**config.mk**
```make
export PLATFORM = sky130hd
export DESIGN_NAME = rf_wb_arbiter
export DESIGN_NICKNAME = d
export VERILOG_FILES = /design/src/rtl/rf_wb_pkg.sv /design/src/rtl/rr_arbiter.sv /design/src/rtl/rf_wb_arbiter.sv
export SDC_FILE = /design/constraint.sdc
export NUM_CORES = 1
export LEC_CHECK = 0
export ABC_CLOCK_PERIOD_IN_PS = 3900
export CAP_MARGIN = 25
export CORE_ASPECT_RATIO = 1.75
export CORE_MARGIN = 1
export CORE_UTILIZATION = 42
export DETAILED_ROUTE_END_ITERATION = 8
export PLACE_DENSITY_LB_ADDON = 0.2
export SETUP_SLACK_MARGIN = 0.1
export SLEW_MARGIN = 20
export SYNTH_ARGS = -nofsm -noshare
export SYNTH_HDL_FRONTEND = slang
export SYNTH_SLANG_ARGS = --single-unit
```
**constraint.sdc**
```tcl
create_clock -name clk -period 3.9 [get_ports clk]
set_clock_uncertainty 0.05 [all_clocks]
set_input_delay 0.39 -clock clk [delete_from_list [all_inputs] [get_ports clk]]
set_output_delay 0.39 -clock clk [all_outputs]
set_load 0.01 [all_outputs]
```
**src/rtl/rf_wb_pkg.sv**
```systemverilog
// rtl/rf_wb_pkg.sv - shared widths, reserved register indices and FSM states for the write-back arbiter
package rf_wb_pkg;

   localparam int RF_ADDR_W = 4;
   localparam int RF_DATA_W = 28;
   localparam int ZERO_REG  = 0;
   localparam int LAST_REG  = 15;

   typedef enum logic {
      IDLE = 1'b0,
      HI   = 1'b1
   } wb_state_e;

endpackage

```
**src/rtl/rr_arbiter.sv**
```systemverilog
// rtl/rr_arbiter.sv - combinational round-robin pick; the rotating pointer is owned by the parent
module rr_arbiter #(
   parameter int NUM_REQ = 3,
   parameter int PTR_W   = (NUM_REQ > 1) ? $clog2(NUM_REQ) : 1
) (
   input  logic [NUM_REQ-1:0] req_i,
   input  logic [PTR_W-1:0]   ptr_i,
   output logic [NUM_REQ-1:0] gnt_o
);

   logic found;

   // Scan from the pointer upward with wrap; the first requester seen wins.
   always_comb begin
      gnt_o = '0;
      found = 1'b0;
      for (int off = 0; off < NUM_REQ; off++) begin
         int idx;
         idx = (int'(ptr_i) + off) % NUM_REQ;
         if (!found && req_i[idx]) begin
            gnt_o[idx] = 1'b1;
            found      = 1'b1;
         end
      end
   end

endmodule

```
**src/rtl/rf_wb_arbiter.sv**
```systemverilog
// rtl/rf_wb_arbiter.sv - register-file write-back scheduler; RF_WB_PERF_EN adds a conflict counter
module rf_wb_arbiter
   import rf_wb_pkg::*;
#(
   parameter int NUM_REQ = 3,
   parameter int ADDR_W  = RF_ADDR_W,
   parameter int DATA_W  = RF_DATA_W
) (
   input  logic                          clk,
   input  logic                          rst,
   input  logic [NUM_REQ-1:0]            req_valid,
   output logic [NUM_REQ-1:0]            req_ready,
   input  logic [NUM_REQ*ADDR_W-1:0]     req_dest,
   input  logic [NUM_REQ-1:0]            req_simd,
   input  logic [NUM_REQ*2*DATA_W-1:0]   req_data,
   output logic                          rf_wen,
   output logic [ADDR_W-1:0]             rf_dest_sel,
   output logic [DATA_W-1:0]             rf_data,
   output logic                          rf_is_simd,
   output logic                          busy
`ifdef RF_WB_PERF_EN
   ,output logic [15:0]                  conflict_cnt
`endif
);

   localparam int PTR_W = (NUM_REQ > 1) ? $clog2(NUM_REQ) : 1;

   wb_state_e            state_q, state_d;
   logic [PTR_W-1:0]     rr_ptr_q, rr_ptr_d;
   logic                 rf_wen_q, rf_wen_d;
   logic [ADDR_W-1:0]    rf_dest_q, rf_dest_d;
   logic [DATA_W-1:0]    rf_data_q, rf_data_d;
   logic                 rf_simd_q, rf_simd_d;
   logic [ADDR_W-1:0]    hi_dest_q, hi_dest_d;
   logic [DATA_W-1:0]    hi_data_q, hi_data_d;

   logic [NUM_REQ-1:0]   gnt;
   logic [PTR_W-1:0]     win_idx;
   logic [ADDR_W-1:0]    sel_dest;
   logic [2*DATA_W-1:0]  sel_data;
   logic                 sel_simd;
   logic                 pair;

   rr_arbiter #(.NUM_REQ(NUM_REQ), .PTR_W(PTR_W)) u_rr (
      .req_i (req_valid),
      .ptr_i (rr_ptr_q),
      .gnt_o (gnt)
   );

   always_comb begin
      win_idx  = '0;
      sel_dest = '0;
      sel_data = '0;
      sel_simd = 1'b0;
      for (int i = 0; i < NUM_REQ; i++) begin
         if (gnt[i]) begin
            win_idx  = PTR_W'(i);
            sel_dest = req_dest[i*ADDR_W +: ADDR_W];
            sel_data = req_data[i*2*DATA_W +: 2*DATA_W];
            sel_simd = req_simd[i];
         end
      end
   end

   always_comb begin
      state_d   = state_q;
      rr_ptr_d  = rr_ptr_q;
      rf_wen_d  = 1'b0;
      rf_dest_d = rf_dest_q;
      rf_data_d = rf_data_q;
      rf_simd_d = rf_simd_q;
      hi_dest_d = hi_dest_q;
      hi_data_d = hi_data_q;
      req_ready = '0;
      pair      = 1'b0;
      case (state_q)
         IDLE: begin
            req_ready = rst ? '0 : gnt;
            if (|(req_valid & req_ready)) begin
               rr_ptr_d  = (win_idx == PTR_W'(NUM_REQ - 1)) ? '0 : win_idx + PTR_W'(1);
               // Register 0 reads as zero, so its write is swallowed after the handshake.
               rf_wen_d  = (sel_dest != ADDR_W'(ZERO_REG));
               rf_dest_d = sel_dest;
               rf_data_d = sel_data[DATA_W-1:0];
               // No register above the last one: the high lane is dropped instead of wrapping.
               pair      = sel_simd && (sel_dest != ADDR_W'(LAST_REG));
               rf_simd_d = pair;
               if (pair) begin
                  hi_dest_d = sel_dest + ADDR_W'(1);
                  hi_data_d = sel_data[2*DATA_W-1:DATA_W];
                  state_d   = HI;
               end
            end
         end
         HI: begin
            rf_wen_d  = 1'b1;
            rf_dest_d = hi_dest_q;
            rf_data_d = hi_data_q;
            rf_simd_d = 1'b1;
            state_d   = IDLE;
         end
         default: state_d = IDLE;
      endcase
   end

   always_ff @(posedge clk) begin
      if (rst) begin
         state_q   <= IDLE;
         rr_ptr_q  <= '0;
         rf_wen_q  <= 1'b0;
         rf_dest_q <= '0;
         rf_data_q <= '0;
         rf_simd_q <= 1'b0;
         hi_dest_q <= '0;
         hi_data_q <= '0;
      end else begin
         state_q   <= state_d;
         rr_ptr_q  <= rr_ptr_d;
         rf_wen_q  <= rf_wen_d;
         rf_dest_q <= rf_dest_d;
         rf_data_q <= rf_data_d;
         rf_simd_q <= rf_simd_d;
         hi_dest_q <= hi_dest_d;
         hi_data_q <= hi_data_d;
      end
   end

   assign rf_wen      = rf_wen_q;
   assign rf_dest_sel = rf_dest_q;
   assign rf_data     = rf_data_q;
   assign rf_is_simd  = rf_simd_q;
   assign busy        = (state_q == HI) || rf_wen_q;

`ifdef RF_WB_PERF_EN
   logic [15:0] conflict_cnt_q, conflict_cnt_d;

   // Any valid requester left waiting this cycle, which covers every valid in HI.
   always_comb begin
      conflict_cnt_d = conflict_cnt_q;
      if (|(req_valid & ~req_ready) && (conflict_cnt_q != 16'hFFFF))
         conflict_cnt_d = conflict_cnt_q + 16'd1;
   end

   always_ff @(posedge clk) begin
      if (rst) conflict_cnt_q <= '0;
      else     conflict_cnt_q <= conflict_cnt_d;
   end

   assign conflict_cnt = conflict_cnt_q;
`endif

endmodule
```
==> impl_metrics.yaml, run 1 <==
critical_path:
  r2r_end: "hi_data_q[19]"
  reg2reg_from: "rr_ptr_q[1]"
  crit_type: "reg2out"
  start_kind: "register"
  ff2ff_path_depth: 11
  critical_path_required_ps: 3460
  cp-end-kind: "output port"
  timing.reg2reg.setup_slack_ps: 490
  critical_path.startpoint: "rr_ptr_q[1]"
  crit_end: "req_ready[0]"
  crit_arrival_ps: 3080
  worstPathMaxFanout: 7
synth:
  yosys_warnings: 0
  synthArstFlopShare_pct: 0
  syn_area_um2: 4880
  synth_edf_count: 0
  syn_inst: 622
  ys_seq_elements: 69
  synthesis.nets: 814
  ys_seq_area_share_pct: 28.3
  avgSynthCellArea_um2: 7.85
  synth_ff_type: "dfxtp_1"
  yosysUniqueCellTypes: 59
sta:
  slew_viol_final: 0
  tightest_slew_ps: 728
  max_slew_margin_pct: 51.4
  finalSetupViolations: 0
  rsz0062_at_grt: "no"
  setup_slack_ps: 380
  fmax_mhz: 284
  period_minus_slack_ps: 3520
  post-route-period-util_pct: 90.3
  hold_violations: 0
  fin_setup_tns_ps: 0
route:
  wirelength_mm: 16.4
  final_antenna_net_count: 0
  via_per_inst: 5.91
  dr.pass1.iters: 5
  drt_iter0_markers: 303
  dr_total_vias: 5560
  wl_per_cell_um: 17.4
  drcViolationCount: 0
clock_network:
  cts.clk_slew.worst_paths_ps: 60
  clock_sinks: 69
  cts_tree: "yes"
  clk-insertion-delay-late_ps: 330
  cts_htree_levels: 3
  holdBufCountCts: 0
  cts_max_path_buffers: 2
  root_buffer: "clkbuf_16"
  cts_buffers: 9
floorplan:
  start_util_pct: 43.4
  num_rows: 51
  coreArea_um2: 11200
  ios: 226
  die_y_um: 145
  die_w_um: 83.5
  die_area_um2: 12100
finish:
  num_antenna_cells: 0
  final_layout_size_suffix_gt1_share_pct: 10.1
  nNetsFinal: 995
  area_growth_pct: 53.8
min_path:
  min_path_type: "reg2reg"
pwr:
  power_switching_w: 0.00214
  leakage_nw: 2.61
  p_seq_share_pct: 19.5
  power.share.clock_pct: 19.3
  power_density_nw_per_um2: 669
  p_sw_share_pct: 42.6
  combPwrFrac_pct: 61.2
  internal_power_w: 0.00289
  vdd_drop_max_mv: 0.845
placed_design:
  preCtsSetupSlack_ps: 306
  port_buffers: 225
  gp_congestion: 0.920
  post-dp-hpwl_mm: 12.2
global_routing:
  grt_usage_pct: 26.0
  overflow: 0
  grt_pass1_vias: 5297
  antenna_found_initial: 0
  grt_pass1_wl_mm: 25.5
  grt_max_degree: 66
flow_run:
  cap_violations: 0
status:
  status: "complete, no violations"
flip-flops by register name (all words and copies together) (netlist names):
name         cells
hi_dest_q        4
rf_data         28
state_q          1
rf_is_simd       1
rf_wen           1
hi_data_q       28
rr_ptr_q         2
rf_dest_sel      4
cell usage in the layout (no fill, tap or decap), types with 2 or more instances in the layout:
cell type	instances
and3b_1	2
clkbuf_16	9
a221oi_1	22
nor3b_2	22
a211oi_1	6
a221o_1	2
o211ai_1	28
o21ai_1	11
and2_1	5
clkbuf_8	2
a21boi_0	4
nor2b_1	3
mux2i_1	7
xnor2_1	2
nand2_1	40
nand3_1	31
a21oi_1	90
o2111ai_1	29
or2_2	2
nand3b_1	3
dfxtp_1	68
a211o_1	28
a221o_2	3
clkdlybuf4s50_1	224
nand2b_1	2
nor2_1	33
a221oi_2	6
bufinv_16	3
o21ai_0	25
o21ai_2	2
ha_1	4
nor3b_1	6
inv_1	38
nor3_1	2
buf_12	3
buf_4	12
power by group through the flow:
stage                     combinational (W)  sequential [W]  clock (W)
final                               0.00307        0.000982   0.000970
after global routing                0.00336        0.000998    0.00101
after floorplan                     0.00216         0.00101          0
after CTS                           0.00306        0.000982   0.000976
after global placement              0.00296        0.000988          0
after detailed placement            0.00305        0.000995          0
cells by family (layout without fill, tap and decap cells):
group / Yosys count / after routing / synth area share [%]
compound gates: 268 / 268 / 38.7
simple gates: 162 / 162 / 19.6
buf+inv: 108 / 294 / 9.90
flops: 69 / 69 / 28.3
mux: 9 / 9 / 2.03
fa+ha+maj: 4 / 4 / 1.03
xor+xnor: 2 / 2 / 0.359
routing by layer:
metal / up-vias / global-route usage (%) / share of wire [%]
met4: 0 / 9.63 / 2.7
met5: - / 0 / 0
met2: 260 / 46.5 / 51
met1: 2567 / 31.1 / 41
met3: 42 / 4.57 / 6.2
li1: 2691 / - / -
critical path: stages, from the launching register on:
cell and delay [ps]:
dfxtp_1 340, inv_1 90, ha_1 330, mux2_4 360
or4b_1 470, a21o_1 270, and2_4 210, nor3_1 130
clkdlybuf4s50_1 560
repair_timing:
item | 4_1_cts | 5_1_grt
endpoints found under the setup margin | 0 | 1
setup buffers | 0 | 0
gates resized for setup | 0 | 2
endpoints found under the hold margin | 0 | 0
synthesized netlist by cell type, drive strengths merged (2+ instances only):
cell type  instances  area, um2
dfxtp             69       1380
o211ai            28        210
xnor2              2       17.5
and2               6       40.0
a221oi            28        283
a21oi             90        450
nor2b              3       18.8
o21ai             38        198
buf               33        200
nand3             31        155
a21boi             6       45.0
and3b              2       17.5
nand3b             3       22.5
mux2i              8       83.8
a221o              5       53.8
ha                 4       50.1
a211o             28        245
nand2             42        158
nand2b             2       12.5
nor3b             28        320
nor2              34        135
clkbuf            37        140
a211oi             6       45.0
or2                2       12.5
o2111ai           29        254
inv               38        143
nor3               2       10.0
worst min path at each step:
stage	start	end	slack, ps	depth (start not counted)
floorplan	hi_dest_q[0]	hi_dest_q[0]	380	2
global placement	hi_dest_q[0]	hi_dest_q[0]	400	2
detailed placement	hi_data_q[12]	rf_data[12]	410	2
CTS	hi_data_q[12]	rf_data[12]	420	2
global route	hi_data_q[5]	rf_data[5]	440	2
finish	hi_data_q[12]	rf_data[12]	410	2
through the flow:
step                      total power (W)  instance area [um2]  hold slack, ps  cells  utilization, %
after floorplan                   0.00317                 4880             385    622               -
after global placement            0.00395                 7140             401    924            63.6
after detailed placement          0.00405                 7140             409    924            63.6
after CTS                         0.00502                 7500             418    940            66.8
after global routing              0.00536                 7510             439    940            66.8
final                             0.00503                 7510             414    940            66.8
layout make-up:
type,count,area (um2)
tap,132,165
clock inverter,5,106
fill,971,3720
sequential,69,1380
inverter,38,143
clock buffer,11,253
timing repair buffer,240,2400
multi-input combinational,445,3060
No activity file was read; power rests on OpenSTA's default activity.
==> inputs of run 2 (changes only) <==
ABC_CLOCK_PERIOD_IN_PS = 4470   (was 3900)
CORE_UTILIZATION = 46   (was 42)
clock period = 4.47 ns   (was 3.9 ns; I/O delays follow)
==> impl_metrics.yaml, run 2 (synthesis results as in run 1) <==
clock_network:
  cts_htree_levels: 3
  clock_sinks: 69
  cts.clk_slew.worst_paths_ps: 60
  post_cts.repair.setup_buffers: 0
  cts_tree: "yes"
  clk-insertion-delay-late_ps: 330
  cts_max_path_buffers: 2
  cts_buffers: 9
  cts_resized: 0
  root_buffer: "clkbuf_16"
  holdBufCountCts: 0
pwr:
  internal_power_w: 0.00244
  power.share.clock_pct: 18.7
  leakage_nw: 2.59
  total_power_w: 0.00429
  vdd_drop_max_mv: 0.500
  p_sw_share_pct: 43.1
  p_seq_share_pct: 20.2
  power_switching_w: 0.00185
  power_density_nw_per_um2: 577
  combPwrFrac_pct: 61.0
critical_path:
  critical_path_required_ps: 3970
  timing.reg2reg.setup_slack_ps: 700
  reg2reg_from: "rr_ptr_q[1]"
  cp-end-kind: "output port"
  r2r_end: "hi_dest_q[3]"
  crit_arrival_ps: 3320
  crit_slowest_cell: "clkdlybuf4s50_1"
  ff2ff_path_depth: 12
  crit_type: "reg2out"
  worstPathMaxFanout: 27
  start_kind: "register"
  cpPeakStageDelay_ps: 550
  crit_chain: "inv_1 -> ha_1 -> mux2i_2 -> o21ai_2 -> o21bai_2 -> buf_4 -> nand2_4 -> and2_1 -> clkdlybuf4s50_1"
floorplan:
  die_area_um2: 11000
  start_util_pct: 47.4
  coreArea_um2: 10300
  die_w_um: 79.9
  ios: 226
  num_rows: 49
  die_y_um: 138
sta:
  max_slew_margin_pct: 50.8
  hold_violations: 0
  period_minus_slack_ps: 3820
  fmax_mhz: 262
  post-route-period-util_pct: 85.4
  fin_setup_tns_ps: 0
  slew_viol_final: 0
  tightest_slew_ps: 736
  hold_slack_ps: 416
  rsz0062_at_grt: "no"
  finalSetupViolations: 0
finish:
  final_cell_mix: "224 x clkdlybuf4s50_1, 90 x a21oi_1, 68 x dfxtp_1, 41 x nand2_1, 38 x inv_1"
  layout_commonest_cell: "clkdlybuf4s50_1"
  final_layout_size_suffix_gt1_share_pct: 9.90
  design_area_um2: 7450
  nNetsFinal: 995
  regArea_um2: 1380
  num_antenna_cells: 0
  fill_cells: 836
  multi_input_area_um2: 3050
  final_util_pct: 72.3
  area_growth_pct: 52.6
route:
  dr.pass1.iters: 4
  wirelength_mm: 16.0
  wl_per_cell_um: 17.1
  via_per_inst: 5.90
  drt_iter0_markers: 311
  dr_total_vias: 5512
  final_antenna_net_count: 0
  drcViolationCount: 0
global_routing:
  overflow: 0
  grt_pass1_wl_mm: 25.6
  antenna_found_initial: 0
  grt_max_degree: 70
  grt_pass1_vias: 5428
  grt_usage_pct: 29.2
flow_run:
  cap_violations: 0
placed_design:
  placement.cell_area_um2: 7110
  port_buffers: 225
  post-dp-hpwl_mm: 11.9
  gp_congestion: 0.995
status:
  status: "complete, no violations"
min_path:
  whs_path_depth: 2
  min_path_type: "reg2reg"
  hold_start: "hi_data_q[9]"
  hold_end: "rf_data[9]"
==> run 2: cell types whose count changed in the layout (fill, tap and decap cells not counted) <==
cell	delta
buf_12	-2
buf_4	+2
clkbuf_1	+1
clkbuf_8	-2
clkinv_2	+1
nand2_1	+1
nand2_2	-1
o21bai_2	+1
o21bai_4	-1
==> run 2: area by class of cell <==
type / instances / share of cell area, %
clock buffer: 10 / 3.07
clock inverter: 6 / 1.50
inverter: 38 / 1.92
multi-input combinational: 445 / 41.0
sequential: 69 / 18.6
tap: 127 / 2.13
timing repair buffer: 240 / 31.9
==> run 2: per-stage QoR <==
stage / instances / worst slack (ps)
after floorplan: 622 / 1400
after global placement: 919 / 728
after detailed placement: 919 / 557
after CTS: 935 / 690
after global routing: 935 / 472
final: 935 / 651
==> run 2: power by group through the flow <==
stage	clock network, W	registers, W	logic, W
after detailed placement	0	0.000880	0.00262
after global routing	0.000844	0.000887	0.00288
after floorplan	0	0.000877	0.00189
final	0.000804	0.000869	0.00262
after global placement	0	0.000874	0.00254
after CTS	0.000815	0.000868	0.00263
==> run 2: critical path: cells and delay by family, from the launching register on <==
kind                       cells  cell delay (ps)
AOI/OAI and AO/OA              2              490
muxes                          1              360
and+or+nand+nor                2              470
buffers and inverters          3              940
adders and majority gates      1              380
DFF                            1              340
==> run 2: worst max-delay path by stage <==
stage | from | to | slack [ps] | cells after the start
2_1_floorplan | rr_ptr_q[1] | req_ready[0] | 1400 | 10
3_3_place_gp | req_valid[1] | hi_dest_q[3] | 730 | 11
3_5_place_dp | req_valid[1] | hi_dest_q[3] | 560 | 11
4_1_cts | rr_ptr_q[1] | req_ready[1] | 690 | 9
5_1_grt | rr_ptr_q[0] | req_ready[1] | 470 | 9
6_report | rr_ptr_q[1] | req_ready[1] | 650 | 9
==> run 2: layer usage <==
| layer | routed length, um | vias up | GRT usage (%) |
|---|---|---|---|
| met2 | 8490 | 236 | 52.8 |
| li1 | - | 2698 | - |
| met1 | 5930 | 2536 | 32.5 |
| met5 | 0 | - | 0 |
| met4 | 513 | 0 | 12.9 |
| met3 | 1030 | 42 | 4.75 |
